==> config.mk <==
export PLATFORM = sky130hd
export DESIGN_NAME = fill_arb
export DESIGN_NICKNAME = d
export VERILOG_FILES = /design/src/rtl/fill_arb.sv
export SDC_FILE = /design/constraint.sdc
export NUM_CORES = 1
export LEC_CHECK = 0
export ABC_CLOCK_PERIOD_IN_PS = 2130
export BUFFER_PORTS_ARGS = -buffer_cell sky130_fd_sc_hd__buf_4
export CAP_MARGIN = 5
export CORE_AREA = 2 2 679 681
export CTS_BUF_LIST = sky130_fd_sc_hd__clkbuf_8
export CTS_CLUSTER_DIAMETER = 60
export DETAILED_ROUTE_END_ITERATION = 10
export DIE_AREA = 0 0 681 683
export GPL_ROUTABILITY_DRIVEN = 0
export GPL_TIMING_DRIVEN = 0
export PLACE_DENSITY = 0.3
export SLEW_MARGIN = 20
export SYNTH_ARGS = -nofsm -noshare
export SYNTH_HDL_FRONTEND = slang
export SYNTH_SLANG_ARGS = --single-unit
export TNS_END_PERCENT = 10
==> constraint.sdc <==
create_clock -name clk -period 2.13 [get_ports clk]
set_clock_uncertainty 0.05 [all_clocks]
set_input_delay 0.426 -clock clk [delete_from_list [all_inputs] [get_ports clk]]
set_output_delay 0.426 -clock clk [all_outputs]
set_load 0.05 [all_outputs]
==> src/rtl/fill_arb.sv <==
// rtl/fill_arb.sv - round-robin arbiter and flow control for the DRAM-cache fill FIFO push port
//
// Ports:
//   clk, rst_n          clock, asynchronous active-low reset
//   req_valid_i/ready_o per-requester handshake, at most one ready bit high per cycle
//   req_addr_i/data_i   per-requester line address (64b) and data (512b), flattened
//   fifo_afull_i        fill FIFO almost full, blocks acceptance in the same cycle
//   fifo_wren_o/data_o  registered push strobe and {address, data} entry
//   bvalid_i/bid_i      AXI write response (bid_i is debug-only)
//   bready_o            always ready while out of reset
//   drain_i/drained_o   quiesce request (level) and quiesced status
//   outst_o             writes pushed but not yet acknowledged
//   err_o               sticky: write response received with nothing outstanding
module fill_arb #(
    parameter int NUM_REQ   = 2,
    parameter int MAX_OUTST = 16
) (
    input  logic                   clk,
    input  logic                   rst_n,
    input  logic [NUM_REQ-1:0]     req_valid_i,
    output logic [NUM_REQ-1:0]     req_ready_o,
    input  logic [NUM_REQ*64-1:0]  req_addr_i,
    input  logic [NUM_REQ*512-1:0] req_data_i,
    input  logic                   fifo_afull_i,
    output logic                   fifo_wren_o,
    output logic [575:0]           fifo_data_o,
    input  logic                   bvalid_i,
    input  logic [15:0]            bid_i,
    output logic                   bready_o,
    input  logic                   drain_i,
    output logic                   drained_o,
    output logic [7:0]             outst_o,
    output logic                   err_o
);

    localparam int PW = (NUM_REQ > 1) ? $clog2(NUM_REQ) : 1;

    typedef enum logic [1:0] {
        S_RUN,
        S_DRAIN,
        S_DONE
    } state_t;

    state_t         state_q, state_d;
    logic [PW-1:0]  ptr_q, ptr_d;
    logic [7:0]     outst_q, outst_d;
    logic           err_q, err_d;
    logic           wren_q;
    logic [575:0]   data_q, data_d;

    logic [PW-1:0]  win_idx;
    logic           win_found;
    logic [PW:0]    scan_sum;
    logic [PW-1:0]  scan_idx;
    logic           accept_en;
    logic           accept;
    logic           inc, dec;
    logic           unused_bid;

    assign unused_bid = ^bid_i;

    // Response channel is never back-pressured; gating with rst_n keeps it low in reset.
    assign bready_o = rst_n;

    // Round-robin scan starting at ptr_q, wrapping modulo NUM_REQ.
    always_comb begin
        win_found = 1'b0;
        win_idx   = ptr_q;
        scan_sum  = '0;
        scan_idx  = '0;
        for (int k = 0; k < NUM_REQ; k++) begin
            scan_sum = {1'b0, ptr_q} + (PW+1)'(k);
            if (scan_sum >= (PW+1)'(NUM_REQ)) begin
                scan_sum = scan_sum - (PW+1)'(NUM_REQ);
            end
            scan_idx = scan_sum[PW-1:0];
            if (!win_found && req_valid_i[scan_idx]) begin
                win_found = 1'b1;
                win_idx   = scan_idx;
            end
        end
    end

    // The push already in flight (wren_q) counts against the cap, since outst_q
    // only sees it one edge later.
    always_comb begin
        accept_en = rst_n && (state_q == S_RUN) && !fifo_afull_i &&
                    (({1'b0, outst_q} + {8'b0, wren_q}) < 9'(MAX_OUTST));
        accept      = accept_en && win_found;
        req_ready_o = '0;
        if (accept) begin
            req_ready_o[win_idx] = 1'b1;
        end
    end

    always_comb begin
        ptr_d  = ptr_q;
        data_d = data_q;
        if (accept) begin
            ptr_d = (win_idx == PW'(NUM_REQ - 1)) ? '0 : win_idx + 1'b1;
            for (int i = 0; i < NUM_REQ; i++) begin
                if (win_idx == PW'(i)) begin
                    data_d = {req_addr_i[64*i +: 64], req_data_i[512*i +: 512]};
                end
            end
        end
    end

    // Outstanding write counter; a response with nothing outstanding is an error
    // and leaves the counter at zero.
    always_comb begin
        inc     = wren_q;
        dec     = bvalid_i && bready_o;
        outst_d = outst_q;
        err_d   = err_q;
        if (inc && !dec) begin
            outst_d = outst_q + 8'd1;
        end else if (dec && !inc) begin
            if (outst_q == 8'd0) begin
                err_d = 1'b1;
            end else begin
                outst_d = outst_q - 8'd1;
            end
        end
    end

    always_comb begin
        state_d = state_q;
        case (state_q)
            S_RUN: begin
                if (drain_i) state_d = S_DRAIN;
            end
            S_DRAIN: begin
                if (!drain_i) begin
                    state_d = S_RUN;
                end else if ((outst_q == 8'd0) && !wren_q) begin
                    state_d = S_DONE;
                end
            end
            S_DONE: begin
                if (!drain_i) state_d = S_RUN;
            end
            default: state_d = S_RUN;
        endcase
    end

    always_ff @(posedge clk or negedge rst_n) begin
        if (!rst_n) begin
            state_q <= S_RUN;
            ptr_q   <= '0;
            outst_q <= '0;
            err_q   <= 1'b0;
            wren_q  <= 1'b0;
            data_q  <= '0;
        end else begin
            state_q <= state_d;
            ptr_q   <= ptr_d;
            outst_q <= outst_d;
            err_q   <= err_d;
            wren_q  <= accept;
            data_q  <= data_d;
        end
    end

    assign fifo_wren_o = wren_q;
    assign fifo_data_o = data_q;
    assign outst_o     = outst_q;
    assign drained_o   = (state_q == S_DONE);
    assign err_o       = err_q;

endmodule
==> metrics.csv, run 1 <==
metric,value,unit
leakagePower,29.2,nW
portBuffers,1748,
synth_top_cell_by_area,dfrtp_1,
overflow,0,
die_w,681,um
drive_above_1_share,44.5,%
setup-violations-final,678,
p_total,72.1,mW
whs,0.183,ns
holdCritPathClass,in -> async,
synthAdderAreaFrac,0.461,%
synthFlopType,dfrtp_1,
drc_errors,0,
hold_viol,0,
fillers,51800,
regArea,0.0147,mm^2
vias,35100,
totalWireLength,365000,um
synth_xor_area_share,0.168,%
synthTopCellsByCount,"dfrtp_1, a221o_1, and2_0, buf_2, and2_1",
synth.area.mux_share,0,%
worstReg2RegStart,outst_o[7],
detail-route-antenna-nets,0,
rsz0062_at_grt,true,
yosys.area_share.simple,14.5,%
r2r-end,fifo_data_o[58],
drt_iter0_markers,2286,
multi_input_area,0.0102,mm^2
yosys_warnings,0,
antenna_found_initial,402,
synth_area_leaders,"dfrtp_1, a221o_1, and2_0",
final_cell_count_no_fill,11600,
fin_crit,3.16,ns
rr_worst_depth,14,
async_flop_share,100,%
synth_top_family_by_area,compound AO/OA/AOI/OAI gates,
ys_ff_latch,589,
cp-start-kind,register,
worst_pin_slew,0.679,ns
h-tree-depth,4,
clockRootBuffer,clkbuf_8,
synth_compound_area_share,22.9,%
max-vdd-ir-drop,0.000524,V
placedCellCount,9919,
cp_data_required_time,1.65,ns
cts_buffer_depth,4,
ys_types,39,
initial_utilization,5.68,%
finalCritPeriodShare,148,%
cap_violations,0,
syn_inst,2009,
yosys.cell_count.top_type,dfrtp_1,
cp-endpoint,req_ready_o[1],
max_freq,316,MHz
clock_latency,0.93,ns
synth_seq_area_share,56.6,%
coreArea,0.458,mm^2
pin_count,1765,
drt_pre_antenna_iters,5,
synth_edf_count,0,
grtUsageTotal,14.9,%
hpwl,313000,um
first_global_vias,36100,
netlist_area,0.0260,mm^2
slew_headroom,54.6,%
routed_via_density,3.02,
crit_fanout,3,
clock_sinks,589,
syn_avg_cell_area,13.0,um^2
layout.nets,6395,
rows,249,
power.density,1100,mW/mm^2
fin_ws,-1.03,ns
routedWlPerCell,31.3,um
syn2layout_area_growth,153,%
cts_buffers,150,
cts_tree,yes,
maxSlewViolCount,0,
die-area,0.465,mm^2
clk_pin_slew,0.06,ns
critPathCaptureType,output port,
synth_top_cell_area_share,56.6,%
syn_nets,3193,
path_class,reg -> out,
ff2ff_setup_slack,-0.79,ns
die_y,683,um
crit_start,outst_o[7],
status,finished with violations,
grt_max_degree,81,
failed_checks,setup timing,
grt_pass1_wl,439000,um
cp_data_arrival_time,2.68,ns
layout by cell type (no fill, tap or decap), drive strengths merged, types with 10 or more instances in the layout:
cell / n
a221o: 576
and2: 576
dlygate4sd3: 1199
bufinv: 11
clkinv: 10
clkbuf: 206
dfrtp: 589
buf: 2003
diode: 179
inv: 60
cells by family (layout without fill, tap and decap cells):
logic type                 after synthesis  count (layout)
DFF                                    589             589
and+or+nand+nor                        605             605
xor gates and xnor gates                 5               5
buffers and inverters                  199            3497
AOI/OAI and AO/OA                      602             602
other                                    0             179
adders and majority gates                9               9
timing repair:
action	in CTS	in global routing
resized for setup	186	360
hold endpoints to repair	878	0
buffers inserted	27	28
endpoints found under the setup margin	1176	1021
hold buffers	1206	0
gates cloned	19	16
pin swaps	21	117
per-layer routing:
| metal | vias to the layer above | track usage, % | routed length (um) |
|---|---|---|---|
| met2 | 2093 | 24.2 | 168000 |
| li1 | 14500 | - | - |
| met1 | 17500 | 17.6 | 146000 |
| met3 | 819 | 5.79 | 34000 |
| met5 | - | 0 | 1290 |
| met4 | 192 | 5.32 | 15700 |
final cells by class:
type | count | area share [%]
Timing Repair Buffer | 3054 | 41.6
Sequential cell | 589 | 22.4
Multi-Input combinational cell | 1221 | 15.5
Tap cell | 6149 | 11.7
Clock buffer | 170 | 3.56
Buffer | 188 | 3.49
Clock inverter | 78 | 1.00
Antenna cell | 179 | 0.681
Inverter | 7 | 0.0399
flip-flops by register name (all words and copies together), names as in the netlist:
register / flops
ptr_q: 1
fifo_data_o: 576
outst_o: 8
err_o: 1
fifo_wren_o: 1
state_q: 2
critical path, cell delays in order, from the launching register on:
cell and delay, ns:
dfrtp_2 0.42, or4_4 0.56, a31oi_4 0.21, and3_4 0.23, buf_12 0.11, buf_12 0.09
buf_12 0.13
how the worst min path moves through the flow:
| stage | from | end | slack, ns | depth (start not counted) |
|---|---|---|---|---|
| 6_report | rst_n | fifo_data_o[362] | 0.18 | 3 |
| 3_5_place_dp | rst_n | fifo_data_o[347] | 0.20 | 1 |
| 5_1_grt | req_data_i[60] | fifo_data_o[60] | 0.09 | 3 |
| 3_3_place_gp | err_o | err_o | 0.41 | 1 |
| 4_1_cts | req_addr_i[44] | fifo_data_o[556] | 0.001 | 3 |
| 2_1_floorplan | rst_n | err_o | 0.08 | 0 |
where the power goes:
| part | leakage [nW] | total, mW | internal (mW) | switching [mW] |
|---|---|---|---|---|
| Sequential | 7.70 | 18.2 | 15.2 | 3.01 |
| Clock | 1.71 | 15.5 | 8.57 | 6.93 |
| Combinational | 19.8 | 38.4 | 13.6 | 24.8 |
| Total | 29.2 | 72.1 | 37.4 | 34.7 |
per-stage QoR:
step | setup TNS (ns) | setup WS, ns | cell area, um^2 | utilization [%]
2_1_floorplan | -110.19 | -0.202 | 26100 | -
3_3_place_gp | -9468.25 | -9.55 | 46900 | 10.2
3_5_place_dp | -1535.73 | -3.08 | 47300 | 10.3
4_1_cts | -525.84 | -1.26 | 64000 | 14.0
5_1_grt | -450.29 | -1.22 | 65600 | 14.3
6_report | -366.96 | -1.03 | 65800 | 14.4
No activity file was read; power rests on OpenSTA's default activity.
==> run 2, diff against run 1 <==
Settings changed: ABC_CLOCK_PERIOD_IN_PS 2130 to 3850.
Clock period 2.13 ns to 3.85 ns, I/O delays scaled along.
==> metrics.csv, run 2 (synthesized netlist as in run 1, its figures left out) <==
metric,value,unit
grt_max_degree,82,
cts_buffers,152,
portBuffers,1748,
routedWlPerCell,30.4,um
leakagePower,28.4,nW
routed_via_density,2.95,
max-vdd-ir-drop,0.000311,V
critPathCaptureType,output port,
power.density,653,mW/mm^2
fin_ws,0.217,ns
regArea,0.0147,mm^2
hold_viol,0,
coreArea,0.458,mm^2
setup_tns,0,ns
grt_pass1_wl,426000,um
slew_headroom,29.2,%
wl_met3,46000,um
detail-route-antenna-nets,0,
placedCellCount,9917,
rows,249,
cp_data_required_time,3.03,ns
cp_data_arrival_time,2.81,ns
max_freq,275,MHz
clock_sinks,589,
hpwl,304000,um
initial_utilization,5.68,%
cp-start-kind,register,
totalWireLength,351000,um
cts_tree,yes,
overflow,0,
clockRootBuffer,clkbuf_8,
multi_input_area,0.00990,mm^2
first_global_vias,35500,
drt_pre_antenna_iters,7,
wl_met2,161000,um
worst_pin_slew,1.06,ns
drc_errors,0,
holdCritPathClass,in -> async,
final_cell_count_no_fill,11500,
die_y,683,um
pin_count,1765,
fin_crit,3.63,ns
largest_register_ffs,576,
final_common_cell,buf_4,
fillers,52100,
drt-met1-wl,126000,um
grtUsageTotal,14.4,%
p_total,40.8,mW
clk_pin_slew,0.06,ns
h-tree-depth,4,
cts_buffer_depth,4,
syn2layout_area_growth,140,%
status,"complete, no violations",
path_class,reg -> out,
clock_latency,0.93,ns
post-route-util,13.6,%
maxUsedRoutingLayer,met5,
drt_iter0_markers,2100,
setup-violations-final,0,
maxSlewViolCount,0,
crit_fanout,10,
die-area,0.465,mm^2
cap_violations,0,
dpl_worst_slack,-1.59,ns
die_w,681,um
mostFrequentLayoutCells,"buf_4, dlygate4sd3_1, dfrtp_1",
layout.nets,6268,
vias,33900,
finalCritPeriodShare,94.4,%
rsz0062_at_grt,false,
antenna_found_initial,352,
drive_above_1_share,41.9,%
## run 2: cell count changes in the layout (fill, tap and decap cells not counted), moves of 28 or more
cell,delta
buf_2,+80
buf_12,-45
buf_8,-28
dlygate4sd3_1,-44
buf_4,-28
and2_4,-106
buf_16,-33
and2_0,+102
## run 2: stage by stage
step / hold slack (ns) / cell area (um^2)
floorplan: 0.395 / 26000
global placement: 0.413 / 46800
detailed placement: 0.412 / 47100
CTS: 0.0153 / 62000
global route: 0.0527 / 62200
finish: 0.125 / 62400
## run 2: final timing paths
| check | cells past startpoint | from | end | slack, ns |
|---|---|---|---|---|
| worst max-delay path | 6 | outst_o[5] | req_ready_o[1] | 0.22 |
| worst min-delay path | 5 | rst_n | fifo_data_o[405] | 0.12 |
| worst max register to register | 10 | outst_o[5] | fifo_data_o[39] | 0.22 |
| worst min register to register | 1 | err_o | err_o | 0.42 |
| max in group asynchronous | 7 | rst_n | fifo_data_o[355] | 2.20 |
| min in group clk | 5 | bvalid_i | err_o | 0.32 |
## run 2: power by group
part / switching, mW / internal (mW)
clock: 3.91 / 4.78
combinational: 13.5 / 8.56
sequential: 1.67 / 8.41
total: 19.0 / 21.7
## run 2: cell type report
cell class | instances | share of cell area [%]
Timing Repair Buffer | 2922 | 40.3
Tap cell | 6149 | 12.3
Buffer | 191 | 2.28
Multi-Input combinational cell | 1221 | 15.9
Sequential cell | 589 | 23.6
Antenna cell | 171 | 0.685
Clock inverter | 85 | 0.980
Inverter | 7 | 0.0421
Clock buffer | 180 | 3.97
## run 2: per-layer routing
| metal | track usage, % | vias to the layer above |
|---|---|---|
| met5 | 0 | - |
| met4 | 5.87 | 204 |
| met3 | 8.03 | 760 |
| met2 | 23.2 | 1934 |
| met1 | 15.6 | 16900 |
| li1 | - | 14200 |
## run 2: what timing repair did
action | in CTS | in global routing
endpoints found under the hold margin | 746 | 0
setup buffers | 3 | 0
gates resized for setup | 17 | 2
pin swaps | 3 | 0
hold buffers | 1160 | 0
setup endpoints to repair | 240 | 5
## run 2: worst max-delay path: stages, from the launching register on
cell and delay [ns]:
dfrtp_1 0.41, or4_4 0.59, a31oi_4 0.22, and3_4 0.26
buf_12 0.11, buf_12 0.15, buf_12 0.14
==> run 3, diff against run 2 <==
Settings changed: ABC_CLOCK_PERIOD_IN_PS 3850 to 4400.
Clock period 3.85 ns to 4.4 ns, I/O delays scaled along.
==> metrics.csv, run 3 (synthesized netlist as in run 1, its figures left out) <==
metric,value,unit
totalWireLength,349000,um
drt_pre_antenna_iters,5,
layout.nets,6087,
grtUsageTotal,14.3,%
cap_violations,0,
antenna_found_initial,353,
power.density,588,mW/mm^2
h-tree-depth,4,
final_common_cell,buf_4,
die_w,681,um
finalInstanceArea,0.0604,mm^2
fin_crit,4.06,ns
rows,249,
clock_latency,0.94,ns
drt_iter0_markers,2218,
detail-route-antenna-nets,0,
setup-violations-final,0,
status,"complete, no violations",
initial_utilization,5.68,%
syn2layout_area_growth,132,%
postCtsSetupRepairBufs,0,
portBuffers,1748,
pin_count,1765,
cp_data_required_time,3.47,ns
vias,33300,
max_freq,246,MHz
clk_pin_slew,0.06,ns
die_y,683,um
drive_above_1_share,43.3,%
placed_cell_area,0.0471,mm^2
drc_errors,0,
cts_buffer_depth,4,
cts_buffers,152,
cts_tree,yes,
worstReg2RegStart,outst_o[7],
cp_data_arrival_time,3.13,ns
holdCritPathClass,in -> async,
leakagePower,27.6,nW
largest_register_ffs,576,
hpwl,304000,um
path_class,reg -> out,
coreArea,0.458,mm^2
finalCritPeriodShare,92.2,%
critPathCaptureType,output port,
first_global_vias,34500,
whs,0.142,ns
die-area,0.465,mm^2
rsz0062_at_grt,false,
cp-start-kind,register,
routed_via_density,2.96,
post-route-util,13.2,%
routedWlPerCell,30.9,um
grt_max_degree,82,
clockRootBuffer,clkbuf_8,
mostFrequentLayoutCells,"buf_4, dlygate4sd3_1, dfrtp_1",
clock_sinks,589,
maxSlewViolCount,0,
worst_pin_slew,1.09,ns
overflow,0,
hold_viol,0,
p_total,35.5,mW
slew_headroom,27.1,%
fillers,52200,
crit_fanout,13,
max-vdd-ir-drop,0.000272,V
grt_pass1_wl,423000,um
crit_start,outst_o[7],
run 3: cell count changes in the layout (fill, tap and decap cells not counted), sizes merged:
cell,change
dlygate4sd3,-176
diode,-55
buf,-4
clkbuf,-1
run 3: per-stage QoR:
stage                     std cells  setup WS, ns   TNS, ns
after CTS                     11200        0.0173         0
after global routing          11200        0.0752         0
after floorplan                2009          1.20         0
final                         11300         0.342         0
after detailed placement       9917         -1.15   -360.41
after global placement         9906         -7.68  -7495.50
run 3: final timing paths:
check	to	slack (ns)	cells after the start
worst max-delay path	req_ready_o[0]	0.34	5
worst max register to register	fifo_data_o[75]	0.34	9
min in group clk	fifo_data_o[452]	0.14	2
worst min register to register	err_o	0.42	1
worst min-delay path	ptr_q	0.14	4
max in group asynchronous	fifo_data_o[257]	2.19	6
run 3: critical path, cell delays in order (launching register included):
cell     delay, ns
dfrtp_1       0.41
or4_4         0.60
a31oi_4       0.21
nand2_4       0.09
nor2_4        0.52
buf_4         0.34
run 3: what timing repair did:
action                                 4_1_cts  5_1_grt
hold buffers                               983        0
gates resized for setup                      4        0
setup endpoints to repair                    4        0
endpoints found under the hold margin      597        0
run 3: power by group:
part / leakage, nW / internal, mW / switching (mW)
Clock: 1.76 / 4.18 / 3.42
Sequential: 7.71 / 7.36 / 1.46
Combinational: 18.1 / 7.42 / 11.7
Total: 27.6 / 19.0 / 16.6
run 3: cell type report:
class                           instances  area (um^2)  share of cell area, %
Tap cell                             6149         7690                   12.7
Multi-Input combinational cell       1221         9890                   16.4
Buffer                                190         1380                   2.29
Clock buffer                          180         2480                   4.10
Clock inverter                         85          612                   1.01
Sequential cell                       589        14700                   24.4
Antenna cell                          116          290                  0.480
Timing Repair Buffer                 2742        23300                   38.6
Inverter                                7         26.3                 0.0435
run 3: metal layers:
metal | global-route usage, % | part of all wire [%] | vias to the layer above
met2 | 23.6 | 46 | 2044
met4 | 4.91 | 4.4 | 208
met1 | 15.5 | 36 | 16600
met3 | 7.98 | 13 | 771
li1 | - | - | 13700
met5 | 0 | 0.39 | -
